[src/rtl/adder_rr_arbiter.sv]
// ---------------------------------------------------------------------------
// adder_rr_arbiter
//   Shares one pipelined unsigned adder core among NUM_REQ requesters.
//   A round-robin arbiter picks at most one eligible requester per cycle,
//   latches its operands onto the adder core inputs, tags the operation
//   through the core latency and returns the registered sum to its owner.
//   Each requester may have only one operation outstanding at a time.
//
// Ports
//   clk        : system clock, rising edge
//   rst        : asynchronous reset, active low
//   req_valid  : per-requester request valid
//   req_ready  : per-requester accept, one-hot or zero (combinational grant)
//   req_a/b    : packed operands, requester i at [i*WIDTH +: WIDTH]
//   add_a/b    : registered operands to the adder core
//   add_s      : adder core sum, valid ADD_LATENCY cycles after add_a/add_b
//   rsp_valid  : one-hot single-cycle response strobe
//   rsp_id     : index of the responding requester
//   rsp_sum    : WIDTH+1 bit unsigned sum
// ---------------------------------------------------------------------------
module adder_rr_arbiter #(
    parameter int  NUM_REQ     = 4,
    parameter int  WIDTH       = 8,
    parameter int  ADD_LATENCY = 1,
    localparam int ID_W        = (NUM_REQ > 1) ? $clog2(NUM_REQ) : 1
) (
    input  logic                     clk,
    input  logic                     rst,
    input  logic [NUM_REQ-1:0]       req_valid,
    output logic [NUM_REQ-1:0]       req_ready,
    input  logic [NUM_REQ*WIDTH-1:0] req_a,
    input  logic [NUM_REQ*WIDTH-1:0] req_b,
    output logic [WIDTH-1:0]         add_a,
    output logic [WIDTH-1:0]         add_b,
    input  logic [WIDTH:0]           add_s,
    output logic [NUM_REQ-1:0]       rsp_valid,
    output logic [ID_W-1:0]          rsp_id,
    output logic [WIDTH:0]           rsp_sum
);

    // Decode a requester index into a one-hot requester vector.
    function automatic logic [NUM_REQ-1:0] onehot(input logic [ID_W-1:0] id);
        logic [NUM_REQ-1:0] oh;
        oh = {NUM_REQ{1'b0}};
        for (int i = 0; i < NUM_REQ; i++) begin
            if (int'(id) == i) begin
                oh[i] = 1'b1;
            end else begin
                oh[i] = 1'b0;
            end
        end
        return oh;
    endfunction

    logic [NUM_REQ-1:0] pending_q,   pending_d;
    logic [ID_W-1:0]    ptr_q,       ptr_d;
    logic [WIDTH-1:0]   add_a_q,     add_a_d;
    logic [WIDTH-1:0]   add_b_q,     add_b_d;
    logic [NUM_REQ-1:0] rsp_valid_q, rsp_valid_d;
    logic [ID_W-1:0]    rsp_id_q,    rsp_id_d;
    logic [WIDTH:0]     rsp_sum_q,   rsp_sum_d;

    // Stage 0 sits alongside add_a/add_b; stage ADD_LATENCY lines up with add_s.
    logic               tag_vld_q [0:ADD_LATENCY];
    logic               tag_vld_d [0:ADD_LATENCY];
    logic [ID_W-1:0]    tag_id_q  [0:ADD_LATENCY];
    logic [ID_W-1:0]    tag_id_d  [0:ADD_LATENCY];

    logic [NUM_REQ-1:0] eligible_s;
    logic [NUM_REQ-1:0] grant_oh_s;
    logic               grant_s;
    logic [ID_W-1:0]    grant_id_s;
    logic [ID_W-1:0]    idx_s;

    // Round-robin search for the first eligible requester starting at ptr.
    always_comb begin
        eligible_s = req_valid & ~pending_q;
        grant_s    = 1'b0;
        grant_id_s = {ID_W{1'b0}};
        idx_s      = {ID_W{1'b0}};
        for (int k = 0; k < NUM_REQ; k++) begin
            idx_s = ID_W'((int'(ptr_q) + k) % NUM_REQ);
            if (!grant_s && eligible_s[idx_s]) begin
                grant_s    = 1'b1;
                grant_id_s = idx_s;
            end else begin
                grant_id_s = grant_id_s;
            end
        end
        if (grant_s) begin
            grant_oh_s = onehot(grant_id_s);
        end else begin
            grant_oh_s = {NUM_REQ{1'b0}};
        end
    end

    // Next-state for operands, pointer, pending set, tag pipe and response.
    always_comb begin
        // A requester cannot be granted while pending, so set and clear never collide.
        pending_d = (pending_q & ~rsp_valid_q) | grant_oh_s;

        if (grant_s) begin
            add_a_d = req_a[int'(grant_id_s)*WIDTH +: WIDTH];
            add_b_d = req_b[int'(grant_id_s)*WIDTH +: WIDTH];
            ptr_d   = ID_W'((int'(grant_id_s) + 1) % NUM_REQ);
        end else begin
            add_a_d = add_a_q;
            add_b_d = add_b_q;
            ptr_d   = ptr_q;
        end

        tag_vld_d[0] = grant_s;
        tag_id_d[0]  = grant_id_s;
        for (int s = 1; s <= ADD_LATENCY; s++) begin
            tag_vld_d[s] = tag_vld_q[s-1];
            tag_id_d[s]  = tag_id_q[s-1];
        end

        if (tag_vld_q[ADD_LATENCY]) begin
            rsp_valid_d = onehot(tag_id_q[ADD_LATENCY]);
            rsp_id_d    = tag_id_q[ADD_LATENCY];
            rsp_sum_d   = add_s;
        end else begin
            rsp_valid_d = {NUM_REQ{1'b0}};
            rsp_id_d    = rsp_id_q;
            rsp_sum_d   = rsp_sum_q;
        end
    end

    // State registers; reset discards every in-flight operation.
    always_ff @(posedge clk or negedge rst) begin
        if (!rst) begin
            pending_q   <= {NUM_REQ{1'b0}};
            ptr_q       <= {ID_W{1'b0}};
            add_a_q     <= {WIDTH{1'b0}};
            add_b_q     <= {WIDTH{1'b0}};
            rsp_valid_q <= {NUM_REQ{1'b0}};
            rsp_id_q    <= {ID_W{1'b0}};
            rsp_sum_q   <= {(WIDTH+1){1'b0}};
            for (int s = 0; s <= ADD_LATENCY; s++) begin
                tag_vld_q[s] <= 1'b0;
                tag_id_q[s]  <= {ID_W{1'b0}};
            end
        end else begin
            pending_q   <= pending_d;
            ptr_q       <= ptr_d;
            add_a_q     <= add_a_d;
            add_b_q     <= add_b_d;
            rsp_valid_q <= rsp_valid_d;
            rsp_id_q    <= rsp_id_d;
            rsp_sum_q   <= rsp_sum_d;
            for (int s = 0; s <= ADD_LATENCY; s++) begin
                tag_vld_q[s] <= tag_vld_d[s];
                tag_id_q[s]  <= tag_id_d[s];
            end
        end
    end

    assign req_ready = grant_oh_s;
    assign add_a     = add_a_q;
    assign add_b     = add_b_q;
    assign rsp_valid = rsp_valid_q;
    assign rsp_id    = rsp_id_q;
    assign rsp_sum   = rsp_sum_q;

endmodule

[config.mk]
export PLATFORM = sky130hd
export DESIGN_NAME = adder_rr_arbiter
export DESIGN_NICKNAME = d
export VERILOG_FILES = /design/src/rtl/adder_rr_arbiter.sv
export SDC_FILE = /design/constraint.sdc
export NUM_CORES = 1
export LEC_CHECK = 0
export CORE_ASPECT_RATIO = 1.75
export CORE_MARGIN = 3
export CORE_UTILIZATION = 39
export DETAILED_ROUTE_END_ITERATION = 7
export GPL_TIMING_DRIVEN = 1
export PLACE_DENSITY = 0.77
export SYNTH_ARGS = -nofsm -noshare
export SYNTH_HDL_FRONTEND = slang
export SYNTH_SLANG_ARGS = --single-unit
[constraint.sdc]
create_clock -name clk -period 2.4 [get_ports clk]
set_input_delay 0.48 -clock clk [delete_from_list [all_inputs] [get_ports clk]]
set_output_delay 0.48 -clock clk [all_outputs]
set_load 0.05 [all_outputs]
==> results by group, run 1 <==
Global route
  • Global-route wire length before repair: 10160 microns
  • Total track usage: 0.2100
  • GR Util met2: 0.3793
  • Number of antenna violations at the first check in global routing: 0
  • Congestion Overflow GR: 0
  • Busiest metal layer after global routing: met2
  • Met1 Resource Use GR: 0.2309
  • Met3 demand-to-capacity share in global routing: 0.03616
  • Vias in the first global route: between 2000 and 2500
  • Maximum number of pins on one net before global-route repair: 42

Finish
  • Final antenna diode count: 0
  • Final standard cell area without fillers: ~3700 sq um
  • Area growth, synth to finish: 72.62%
  • Layout Nets: 397
  • Ratio of cells with drive above 1 in the final layout: 0.2257

Synthesis
  • Average cell area after synthesis: around 12 sq um
  • Number of nets produced by synthesis: 258
  • Top-area cell type share of the netlist area: 0.5053
  • Post-synthesis register bit count: 43
  • Post-synth design cell area: approximately 2100 sq um
  • Async SR Flop Fraction: 1.000
  • Top cells by area in the synthesized netlist: sky130_fd_sc_hd__dfrtp_1 (51%), sky130_fd_sc_hd__mux2i_1 (11%), sky130_fd_sc_hd__mux2_2 (5.3%)
  • Yosys top cell by area: sky130_fd_sc_hd__dfrtp_1
  • Post-synth EDFFs: 0
  • Syn. warnings: 0
  • Sequential element share of the synthesized area: 0.5053
  • Synthesized instance count: around 180
  • Synth unique cells: 42
  • Flip-flop cell with the highest count after synthesis: sky130_fd_sc_hd__dfrtp_1

Die
  • DIE AREA: ~6400 sq um
  • Top-Level Pins: ~110
  • Total number of placement rows: 35
  • Placeable Area: about 5300 sq um
  • Floorplan die width: ~62 microns
  • Starting density of the core: 0.4052
  • Die height: 103.8 microns

CTS
  • Clock transition at the registers of the reported paths: roughly 0.090 ns
  • Clock latency on the worst-skew pair: 0.29 ns
  • Clock net sink count: 43
  • Clock tree from TritonCTS: yes
  • H-Tree Level Count: 2
  • Number of buffers added by the clock tree synthesis step: 5
  • CTS Root Buffer Type: sky130_fd_sc_hd__clkbuf_8
  • CTS Buffer Depth: 2

Power
  • Power density relative to cell area: about 1500 nW/um^2
  • Fraction of power consumed by the clock network: 0.106
  • Lkg Pwr: 1.567 nW
  • Worst IR Drop VDD: ~0.74 mV
  • Psw: approximately 2.5 mW
  • Logic pwr share: 0.644
  • Switching power share of the total: 0.4654
  • Sequential power share: 0.250
  • Internal power: 2.856 mW
  • Final Power: roughly 5.3 mW

Timing
  • Max Clk Rate: around 430 MHz
  • Final worst path period need: between 2 and 2.5 ns
  • Setup repair after global routing missed its margin: true
  • Worst rel slew slack: 0.4028
  • Setup Viol. Count Final: 0
  • Post-route fraction of the period consumed by the critical path: 0.9801
  • Slew of the pin with the lowest slew margin: 0.8958 ns
  • Maximum clock skew at final layout: about 0.0080 ns
  • Final hold violation count: 0
  • Hold_ws: 0.3025 ns
  • Max-slew violation count: 0

Critical path
  • CP Class: reg -> out
  • CP arrival: 1.87 ns
  • Critical Path Source Type: flip-flop
  • Crit path max fanout: 4
  • Worst endpoint required time: approximately 1.9 ns
  • Critical path endpoint category: output port

Detailed routing
  • DR vias/cell: 5.350
  • Number of DRC violations after detailed routing: 0
  • Iteration-0 DRC Markers: 72
  • Wire length after detailed routing: 6318 microns
  • Post-detailed-route wirelength per cell: between 15 and 20 microns
  • Drt pass-1 iters: 4
  • Number of routed nets with antenna violations: 0
  • Total vias in the final route: between 2000 and 2500

Outcome
  • Run status: completed

Placed design
  • Area after DPL: ~3400 sq um
  • Last weighted congestion value of the routability-driven placer: about 0.85
  • Final HPWL DP: between 4000 and 5000 microns
  • Number of port buffers: approximately 110

Min path
  • Worst hold-check path type: in -> async

Job
  • Max capacitance violation total: 0
[routing by layer]
layer  vias to the layer above  part of all wire
li1                        942                 -
met1                       973              0.36
met2                        75              0.57
met3                        11             0.041
met4                         0             0.026
met5                         -                 0
[metrics by stage]
stage	utilization	std cells	setup TNS, ns	worst slack (ns)
floorplan	-	179	0	0.02752
global placement	0.6560	358	-1.219	-0.1639
detailed placement	0.6560	358	-2.088	-0.1800
CTS	0.6940	372	0	0.01130
global route	0.6995	374	-0.02165	-0.01104
finish	0.6995	374	0	0.04768
[logic make-up after synthesis]
logic type             after synthesis  share of synthesized area
buffers and inverters               19                    0.04759
flip-flops                          43                     0.5053
AO/OA/AOI/OAI                       41                     0.1510
AND/OR/NAND/NOR                     42                     0.1304
multiplexers                        34                     0.1657
[sequential cells by signal, summed over array words and instances (netlist names)]
name and cells:
tag_id_q 2, add_b 8, tag_vld_d 1, tag_id_d 2, rsp_sum 9, ptr_q 2
rsp_id 2, tag_vld_q 1, add_a 8, rsp_valid 4, pending_q 4
[worst paths after layout]
path | cells past startpoint | endpoint | slack, ns | from
worst min-delay path | 1 | rsp_sum[4]$_DFFE_PN0P_ | 0.30 | rst
worst max-delay path | 6 | req_ready[1] | 0.05 | ptr_q[1]$_DFFE_PN0P_
max in group asynchronous | 1 | pending_q[2]$_DFF_PN0_ | 1.49 | rst
min in group clk | 0 | tag_vld_q[0]$_DFF_PN0_ | 0.35 | tag_vld_d[0]$_DFF_PN0_
worst min register to register | 0 | tag_vld_q[0]$_DFF_PN0_ | 0.35 | tag_vld_d[0]$_DFF_PN0_
worst max register to register | 7 | add_b[0]$_DFFE_PN0P_ | 0.35 | ptr_q[0]$_DFFE_PN0P_
[final cells by class]
| class | instances | area, sq um |
|---|---|---|
| Timing Repair Buffer | 142 | 1374 |
| Clock inverter | 3 | 43.79 |
| Tap cell | 55 | 68.82 |
| Multi-Input combinational cell | 117 | 1007 |
| Fill cell | 415 | 1579 |
| Sequential cell | 43 | 1080 |
| Inverter | 9 | 33.78 |
| Clock buffer | 5 | 68.82 |
[cells in the final DEF (no fill, tap or decap), types with 4 or more instances in the layout]
cell type / n
sky130_fd_sc_hd__clkdlybuf4s50_1: 104
sky130_fd_sc_hd__dfrtp_1: 40
sky130_fd_sc_hd__buf_4: 29
sky130_fd_sc_hd__mux2i_1: 24
sky130_fd_sc_hd__nand2_1: 11
sky130_fd_sc_hd__mux2_2: 10
sky130_fd_sc_hd__o221ai_1: 8
sky130_fd_sc_hd__nand3_1: 8
sky130_fd_sc_hd__a32oi_1: 8
sky130_fd_sc_hd__o211ai_1: 8
sky130_fd_sc_hd__inv_1: 7
sky130_fd_sc_hd__clkbuf_8: 5
sky130_fd_sc_hd__o21ai_0: 4
sky130_fd_sc_hd__dlygate4sd2_1: 4
[power groups by stage]
stage / clock network, mW / registers, mW / logic (mW)
final: 0.567 / 1.33 / 3.44
after global routing: 0.606 / 1.38 / 3.63
after CTS: 0.579 / 1.33 / 3.42
after detailed placement: 0 / 1.35 / 3.26
after global placement: 0 / 1.34 / 3.22
after floorplan: 0 / 2.13 / 1.30
[repair_timing]
action	4_1_cts	5_1_grt
pin swaps	5	3
setup endpoints to repair	3	3
buffers inserted	6	2
hold buffers	0	0
resized for setup	15	5
[worst max-delay path, stage by stage, from the launching register on]
cell,delay (ns)
sky130_fd_sc_hd__dfrtp_2,0.44
sky130_fd_sc_hd__or4b_4,0.55
sky130_fd_sc_hd__o21ai_4,0.10
sky130_fd_sc_hd__nor2_4,0.05
sky130_fd_sc_hd__or2_4,0.24
sky130_fd_sc_hd__inv_2,0.07
sky130_fd_sc_hd__buf_8,0.14
[cells in the mapped netlist (2+ instances only)]
library cell,count
sky130_fd_sc_hd__a21o_1,2
sky130_fd_sc_hd__a32oi_1,8
sky130_fd_sc_hd__buf_2,3
sky130_fd_sc_hd__buf_6,3
sky130_fd_sc_hd__clkbuf_1,3
sky130_fd_sc_hd__dfrtp_1,43
sky130_fd_sc_hd__inv_1,9
sky130_fd_sc_hd__mux2_2,10
sky130_fd_sc_hd__mux2i_1,24
sky130_fd_sc_hd__nand2_1,11
sky130_fd_sc_hd__nand2b_1,3
sky130_fd_sc_hd__nand3_1,8
sky130_fd_sc_hd__nor2b_1,2
sky130_fd_sc_hd__nor3b_1,3
sky130_fd_sc_hd__o211ai_1,8
sky130_fd_sc_hd__o21ai_0,5
sky130_fd_sc_hd__o21ai_2,2
sky130_fd_sc_hd__o221ai_1,8
No activity file was read; power rests on OpenSTA's default activity.
==> run 2, diff against run 1 <==
--- a/config.mk
+++ b/config.mk
@@ -6,7 +6,7 @@
 export NUM_CORES = 1
 export LEC_CHECK = 0
 export CORE_ASPECT_RATIO = 1.75
-export CORE_MARGIN = 3
+export CORE_MARGIN = 1
 export CORE_UTILIZATION = 39
 export DETAILED_ROUTE_END_ITERATION = 7
 export GPL_TIMING_DRIVEN = 1
==> run 2 against run 1 <==
  * The run now ends with DRC left
  * Fmax down 0.37%
  * Combinational power fell by 1%
  * Design area is 1.3% lower
  * Worst hold slack got worse by 0.13 ns
  * Power is 2.7% lower
  * Largest power group unchanged
  * Highest routed layer unchanged
==> results by group, run 2 (synthesis results as in run 1) <==
Timing
  • Final hold violation count: 0 (unchanged)
  • Maximum clock skew at final layout: 0.005144 ns (-0.002870 ns)
  • Post-route fraction of the period consumed by the critical path: 0.9838 (+0.003687)
  • Max Clk Rate: 423.5 MHz (-0.37%)
  • Final worst path period need: 2.361 ns (+0.008848 ns)
  • Setup repair after global routing missed its margin: true
  • Setup Viol. Count Final: 0 (unchanged)
  • Max-slew violation count: 0 (unchanged)
  • Worst rel slew slack: 0.6365 (+0.2337)
  • Slew of the pin with the lowest slew margin: 0.5435 ns (-0.3523 ns)

CTS
  • Clock net sink count: 43 (unchanged)
  • CTS hold repair buffers: 0 (unchanged)
  • CTS Buffer Depth: 2 (unchanged)
  • Clock latency on the worst-skew pair: 0.29 ns (about the same)
  • Clock tree from TritonCTS: yes
  • H-Tree Level Count: 2 (unchanged)
  • CTS Root Buffer Type: sky130_fd_sc_hd__clkbuf_8
  • Number of buffers added by the clock tree synthesis step: 5 (unchanged)
  • Clock transition at the registers of the reported paths: 0.08 ns (about the same)

Placed design
  • Final HPWL DP: 4472 microns (-6.3%)
  • Last weighted congestion value of the routability-driven placer: 0.8854 (+4.4%)
  • Area after DPL: 3455 sq um (+0.22%)
  • Number of port buffers: 113 (unchanged)

Finish
  • Area growth, synth to finish: 70.33%
  • Max FFs per register: 9 (unchanged)
  • Final antenna diode count: 0 (unchanged)
  • Most frequent standard cell in the layout excluding fill and tap cells: sky130_fd_sc_hd__clkdlybuf4s50_1
  • Commonest cells after routing, fill and taps aside: sky130_fd_sc_hd__clkdlybuf4s50_1 (104), sky130_fd_sc_hd__dfrtp_1 (41), sky130_fd_sc_hd__buf_4 (27), sky130_fd_sc_hd__mux2i_1 (24), sky130_fd_sc_hd__nand2_1 (11)
  • Layout Nets: 396 (-0.25%)
  • Ratio of cells with drive above 1 in the final layout: 0.2114 (-0.01435)
  • Final standard cell area without fillers: 3627 sq um (-1.3%)

Detailed routing
  • Number of routed nets with antenna violations: 0 (unchanged)
  • DR vias/cell: 5.274 (-1.4%)
  • Highest metal layer with signal wires: met4
  • Drt pass-1 iters: 6 (+2)
  • Wire length after detailed routing: 5976 microns (-5.4%)
  • Number of DRC violations after detailed routing: 1 (+1)
  • Post-detailed-route wirelength per cell: 16.06 microns (-4.9%)
  • Routed length on met2: 3462 microns (-4.2%)
  • Iteration-0 DRC Markers: 69 (-4.2%)
  • Total vias in the final route: 1962 (-1.9%)
  • Wire length on met1: 2142 microns (-6.1%)
  • Met3 wire len: 213 microns (-18%)

Global route
  • Congestion Overflow GR: 0 (unchanged)
  • Global-route wire length before repair: 9349 microns (-8.0%)
  • Number of antenna violations at the first check in global routing: 0 (unchanged)
  • Vias in the first global route: 1950 (-11%)
  • Maximum number of pins on one net before global-route repair: 34 (-19%)
  • Total track usage: 0.2146 (+0.004656)

Critical path
  • CP Class: reg -> out
  • Setup slack, reg-to-reg: 0.26 ns (-0.09 ns)
  • Worst endpoint required time: 1.92 ns (about the same)
  • Critical path endpoint category: output port
  • CP arrival: 1.88 ns (about the same)
  • Crit path max fanout: 8 (+4)
  • Critical Path Source Type: flip-flop

Power
  • Power density relative to cell area: 1433 nW/um^2 (-1.4%)
  • Lkg Pwr: 1.540 nW (-1.7%)
  • Final Power: 5.198 mW (-2.7%)
  • Worst IR Drop VDD: 0.7064 mV (-4.2%)

Outcome
  • Violations in the final reports: DRC
  • Run status: finished, violations left

Die
  • Die height: 99.75 microns (-3.9%)
  • Top-Level Pins: 114 (unchanged)
  • DIE AREA: 5772 sq um (-10%)
  • Starting density of the core: 0.4052 (unchanged)
  • Floorplan die width: 57.86 microns (-6.5%)
  • Total number of placement rows: 35 (unchanged)
  • Placeable Area: 5255 sq um (unchanged)

Min path
  • Worst hold-check path type: in -> async

Job
  • Max capacitance violation total: 0 (unchanged)
-- run 2: layer usage --
metal | vias up | global-route usage
met3 | 10 | 0.03641
met2 | 60 | 0.3873
met4 | 0 | 0.08059
li1 | 942 | -
met5 | - | 0
met1 | 950 | 0.2462
-- run 2: repair_timing --
action                     CTS  global route
setup endpoints to repair    3             3
setup buffers                2             4
gates resized for setup     11             3
pin swaps                    2             3
-- run 2: where the power goes --
group          total (mW)  internal (mW)  switching [mW]
sequential           1.34           1.08           0.257
combinational        3.40           1.46            1.94
clock               0.454          0.226           0.229
-- run 2: critical path, cell delays in order, from the launching register on --
cell	delay, ns
sky130_fd_sc_hd__dfrtp_2	0.48
sky130_fd_sc_hd__or4b_4	0.54
sky130_fd_sc_hd__o21ai_4	0.10
sky130_fd_sc_hd__nor2_4	0.05
sky130_fd_sc_hd__or2_4	0.23
sky130_fd_sc_hd__inv_2	0.06
sky130_fd_sc_hd__buf_8	0.14
-- run 2: metrics by stage --
step           worst slack, ns  setup TNS, ns  hold slack (ns)  cells    util
2_1_floorplan          0.02752              0           0.1844    179       -
3_3_place_gp           -0.1661         -1.546           0.3330    359  0.6574
3_5_place_dp           -0.1665         -1.959           0.3364    359  0.6574
4_1_cts               0.003605              0           0.1797    368  0.6805
5_1_grt               -0.02037       -0.02037           0.2001    372  0.6902
6_report               0.03883              0           0.1698    372  0.6902
-- run 2: final cells by class --
type / count / area (sq um)
clock buffer: 6 / 82.58
clock inverter: 1 / 5.005
fill: 432 / 1628
inverter: 9 / 33.78
multi-input combinational: 117 / 979.7
sequential: 43 / 1079
tap: 55 / 68.82
timing repair buffer: 141 / 1379
-- run 2: path summary, 6_finish.rpt --
| path | to | depth (start not counted) | startpoint |
|---|---|---|---|
| hold / removal | add_a[1]$_DFFE_PN0P_ | 1 | rst |
| setup reg to reg | add_a[6]$_DFFE_PN0P_ | 8 | pending_q[2]$_DFF_PN0_ |
| min in group clk | tag_id_q[0]$_DFF_PN0_ | 0 | tag_id_d[0]$_DFF_PN0_ |
| hold reg to reg | tag_id_q[0]$_DFF_PN0_ | 0 | tag_id_d[0]$_DFF_PN0_ |
| setup / recovery | req_ready[1] | 6 | ptr_q[1]$_DFFE_PN0P_ |
| max in group asynchronous | ptr_q[0]$_DFFE_PN0P_ | 2 | rst |
==> run 3, diff against run 2 <==
--- a/config.mk
+++ b/config.mk
@@ -7,10 +7,10 @@
 export LEC_CHECK = 0
 export CORE_ASPECT_RATIO = 1.75
 export CORE_MARGIN = 1
-export CORE_UTILIZATION = 39
+export CORE_UTILIZATION = 30
 export DETAILED_ROUTE_END_ITERATION = 7
 export GPL_TIMING_DRIVEN = 1
-export PLACE_DENSITY = 0.77
+export PLACE_DENSITY = 0.61
 export SYNTH_ARGS = -nofsm -noshare
 export SYNTH_HDL_FRONTEND = slang
 export SYNTH_SLANG_ARGS = --single-unit
==> run 3 against run 2 <==
  * The run now ends clean
  * First-iteration DRC count increased by 43%
  * Global-route usage decreased by 4.1 points
  * Sequential power about the same
  * Worst hold slack improved by 0.14 ns
  * Register-to-register slack got worse by 0.02 ns
  * Combinational power about the same
  * Sequential share of layout area down 1.0 points
  * Clock skew is 0.00068 ns lower
  * Core utilization fell by 14 points
  * Critical path depth is the same
  * Non-clock buffer count down 2
  * Largest power group unchanged
  * Highest routed layer unchanged
==> results by group, run 3 (synthesis results as in run 1) <==
Detailed routing
  • Post-detailed-route wirelength per cell: 16.02 microns (-0.31%)
  • Iteration-0 DRC Markers: 99 (+43%)
  • Total vias in the final route: 1949 (-0.66%)
  • Wire length after detailed routing: 6406 microns (+7.2%)
  • Number of DRC violations after detailed routing: 0 (-1)
  • Drt pass-1 iters: 4 (-2)
  • DR vias/cell: 4.873 (-7.6%)
  • Number of routed nets with antenna violations: 0 (unchanged)

Finish
  • Final core utilization: 0.5484 (-0.1419)
  • Most frequent standard cell in the layout excluding fill and tap cells: sky130_fd_sc_hd__clkdlybuf4s50_1
  • Area growth, synth to finish: 76.56%
  • Ratio of cells with drive above 1 in the final layout: 0.2120 (+0.0006688)
  • Commonest cells after routing, fill and taps aside: sky130_fd_sc_hd__clkdlybuf4s50_1 (104), sky130_fd_sc_hd__dfrtp_1 (41), sky130_fd_sc_hd__buf_4 (25), sky130_fd_sc_hd__mux2i_1 (24), sky130_fd_sc_hd__nand2_1 (11)
  • Layout Nets: 394 (-0.51%)
  • Max FFs per register: 9 (unchanged)
  • Final antenna diode count: 0 (unchanged)

Timing
  • Worst rel slew slack: 0.4344 (-0.2022)
  • Setup Viol. Count Final: 0 (unchanged)
  • Worst Slack Setup Final: 0.04600 ns (+0.007163 ns)
  • Maximum clock skew at final layout: 0.004468 ns (-0.0006762 ns)
  • Final worst path period need: 2.354 ns (-0.007163 ns)
  • Max Clk Rate: 424.8 MHz (+0.30%)
  • Slew of the pin with the lowest slew margin: 0.8484 ns (+0.3049 ns)
  • Final hold violation count: 0 (unchanged)
  • Setup repair after global routing missed its margin: true
  • Hold_ws: 0.3071 ns (+0.1373 ns)
  • Max-slew violation count: 0 (unchanged)
  • Post-route fraction of the period consumed by the critical path: 0.9808 (-0.002985)

CTS
  • Clock net sink count: 43 (unchanged)
  • CTS Buffer Depth: 2 (unchanged)
  • Clock tree from TritonCTS: yes
  • H-Tree Level Count: 2 (unchanged)
  • Clock latency on the worst-skew pair: 0.28 ns (about the same)
  • Number of buffers added by the clock tree synthesis step: 5 (unchanged)
  • CTS Root Buffer Type: sky130_fd_sc_hd__clkbuf_16
  • Clock transition at the registers of the reported paths: 0.06 ns (-0.02 ns)

Global route
  • Congestion Overflow GR: 0 (unchanged)
  • Maximum number of pins on one net before global-route repair: 39 (+15%)
  • Total track usage: 0.1732 (-0.04147)
  • Vias in the first global route: 1974 (+1.2%)
  • Global-route wire length before repair: 9687 microns (+3.6%)
  • Number of antenna violations at the first check in global routing: 0 (unchanged)

Critical path
  • Crit path max fanout: 6 (-2)
  • Critical path endpoint category: output port
  • CP Class: reg -> out
  • CP peak stage delay: 0.58 ns (+0.04 ns)
  • CP arrival: 1.87 ns (about the same)
  • Slowest cell on the critical path: sky130_fd_sc_hd__or4b_4
  • Worst endpoint required time: 1.92 ns (about the same)
  • Cells traversed along the worst timing path: or4b_4 > o21ai_4 > nor2_4 > or2_4 > inv_2 > buf_8
  • Critical Path Source Type: flip-flop

Power
  • Internal power: 3.049 mW (+10%)
  • Lkg Pwr: 1.585 nW (+2.9%)
  • Fraction of power consumed by the clock network: 0.139 (+0.052)
  • Worst IR Drop VDD: 0.6420 mV (-9.1%)
  • Logic pwr share: 0.618 (-0.037)
  • Sequential power share: 0.243 (-0.015)
  • Power density relative to cell area: 1475 nW/um^2 (+2.9%)
  • Final Power: 5.547 mW (+6.7%)
  • Switching power share of the total: 0.4503 (-0.01741)
  • Psw: 2.497 mW (+2.7%)

Die
  • Floorplan die width: 65.69 microns (+14%)
  • Total number of placement rows: 40 (+14%)
  • Starting density of the core: 0.3106 (-0.09465)
  • Top-Level Pins: 114 (unchanged)
  • Die height: 113.5 microns (+14%)
  • DIE AREA: 7453 sq um (+29%)
  • Placeable Area: 6857 sq um (+30%)

Placed design
  • Worst slack, placed: -0.1957 ns (-0.02919 ns)
  • Number of port buffers: 113 (unchanged)
  • Final HPWL DP: 4856 microns (+8.6%)
  • Last weighted congestion value of the routability-driven placer: 0.7612 (-14%)

Outcome
  • Run status: completed

Job
  • Max capacitance violation total: 0 (unchanged)

Min path
  • Worst hold-check path type: in -> async
[run 3: cell types whose count changed in the layout (fill, tap and decap cells not counted), sizes merged]
| cell | delta |
|---|---|
| clkbuf | -1 |
| inv | +1 |
| dlymetal6s2s | +1 |
| buf | -2 |
| clkinv | -1 |
| bufinv | +1 |
| dlygate4sd2 | -1 |
| clkinvlp | +1 |
[run 3: stage by stage]
step / instance area, sq um / std cells / TNS [ns]
after CTS: 3702 / 395 / 0
after floorplan: 2135 / 179 / 0
after global routing: 3760 / 400 / -0.005506
after global placement: 3481 / 385 / -2.019
final: 3760 / 400 / 0
after detailed placement: 3481 / 385 / -2.871
[run 3: routing by layer]
layer | part of all wire | track usage | vias to the layer above | routed length, microns
li1 | - | - | 940 | -
met1 | 0.37 | 0.1826 | 950 | 2340
met2 | 0.58 | 0.3265 | 51 | 3746
met3 | 0.029 | 0.02800 | 8 | 186
met4 | 0.021 | 0.06957 | 0 | 132
met5 | 0 | 0 | - | 0
[run 3: power groups by stage]
stage	logic, mW	clock network (mW)	registers (mW)
after floorplan	1.30	0	2.13
after global placement	3.27	0	1.34
after detailed placement	3.30	0	1.36
after CTS	3.37	0.797	1.35
after global routing	3.62	0.830	1.39
final	3.43	0.771	1.35
[run 3: critical path: cells and delay by family (launching register included)]
family / cells / cell delay (ns)
AND/OR/NAND/NOR: 3 / 0.87
buffers and inverters: 2 / 0.19
AO/OA/AOI/OAI: 1 / 0.10
flip-flops: 1 / 0.44
[run 3: final timing paths]
path / start / to / slack [ns] / cells past startpoint
setup reg to reg: ptr_q[1]$_DFFE_PN0P_ / add_b[5]$_DFFE_PN0P_ / 0.24 / 8
min in group clk: tag_id_d[1]$_DFF_PN0_ / tag_id_q[1]$_DFF_PN0_ / 0.35 / 0
hold / removal: rst / rsp_sum[7]$_DFFE_PN0P_ / 0.31 / 1
hold reg to reg: tag_id_d[1]$_DFF_PN0_ / tag_id_q[1]$_DFF_PN0_ / 0.35 / 0
setup / recovery: ptr_q[1]$_DFFE_PN0P_ / req_ready[1] / 0.05 / 6
max in group asynchronous: rst / add_b[3]$_DFFE_PN0P_ / 1.46 / 2
[run 3: area by class of cell]
| class | instances | area [sq um] |
|---|---|---|
| clock buffer | 5 | 125.1 |
| tap | 84 | 105.1 |
| multi-input combinational | 117 | 1003 |
| sequential | 43 | 1079 |
| inverter | 9 | 33.78 |
| timing repair buffer | 139 | 1368 |
| clock inverter | 3 | 46.29 |
| fill | 619 | 3097 |
[run 3: what timing repair did]
| item | CTS | global route |
|---|---|---|
| endpoints found under the setup margin | 3 | 4 |
| pin swaps | 4 | 5 |
| hold buffers | 0 | 0 |
| setup buffers | 2 | 5 |
| hold endpoints to repair | 0 | 0 |
| gates resized for setup | 12 | 6 |
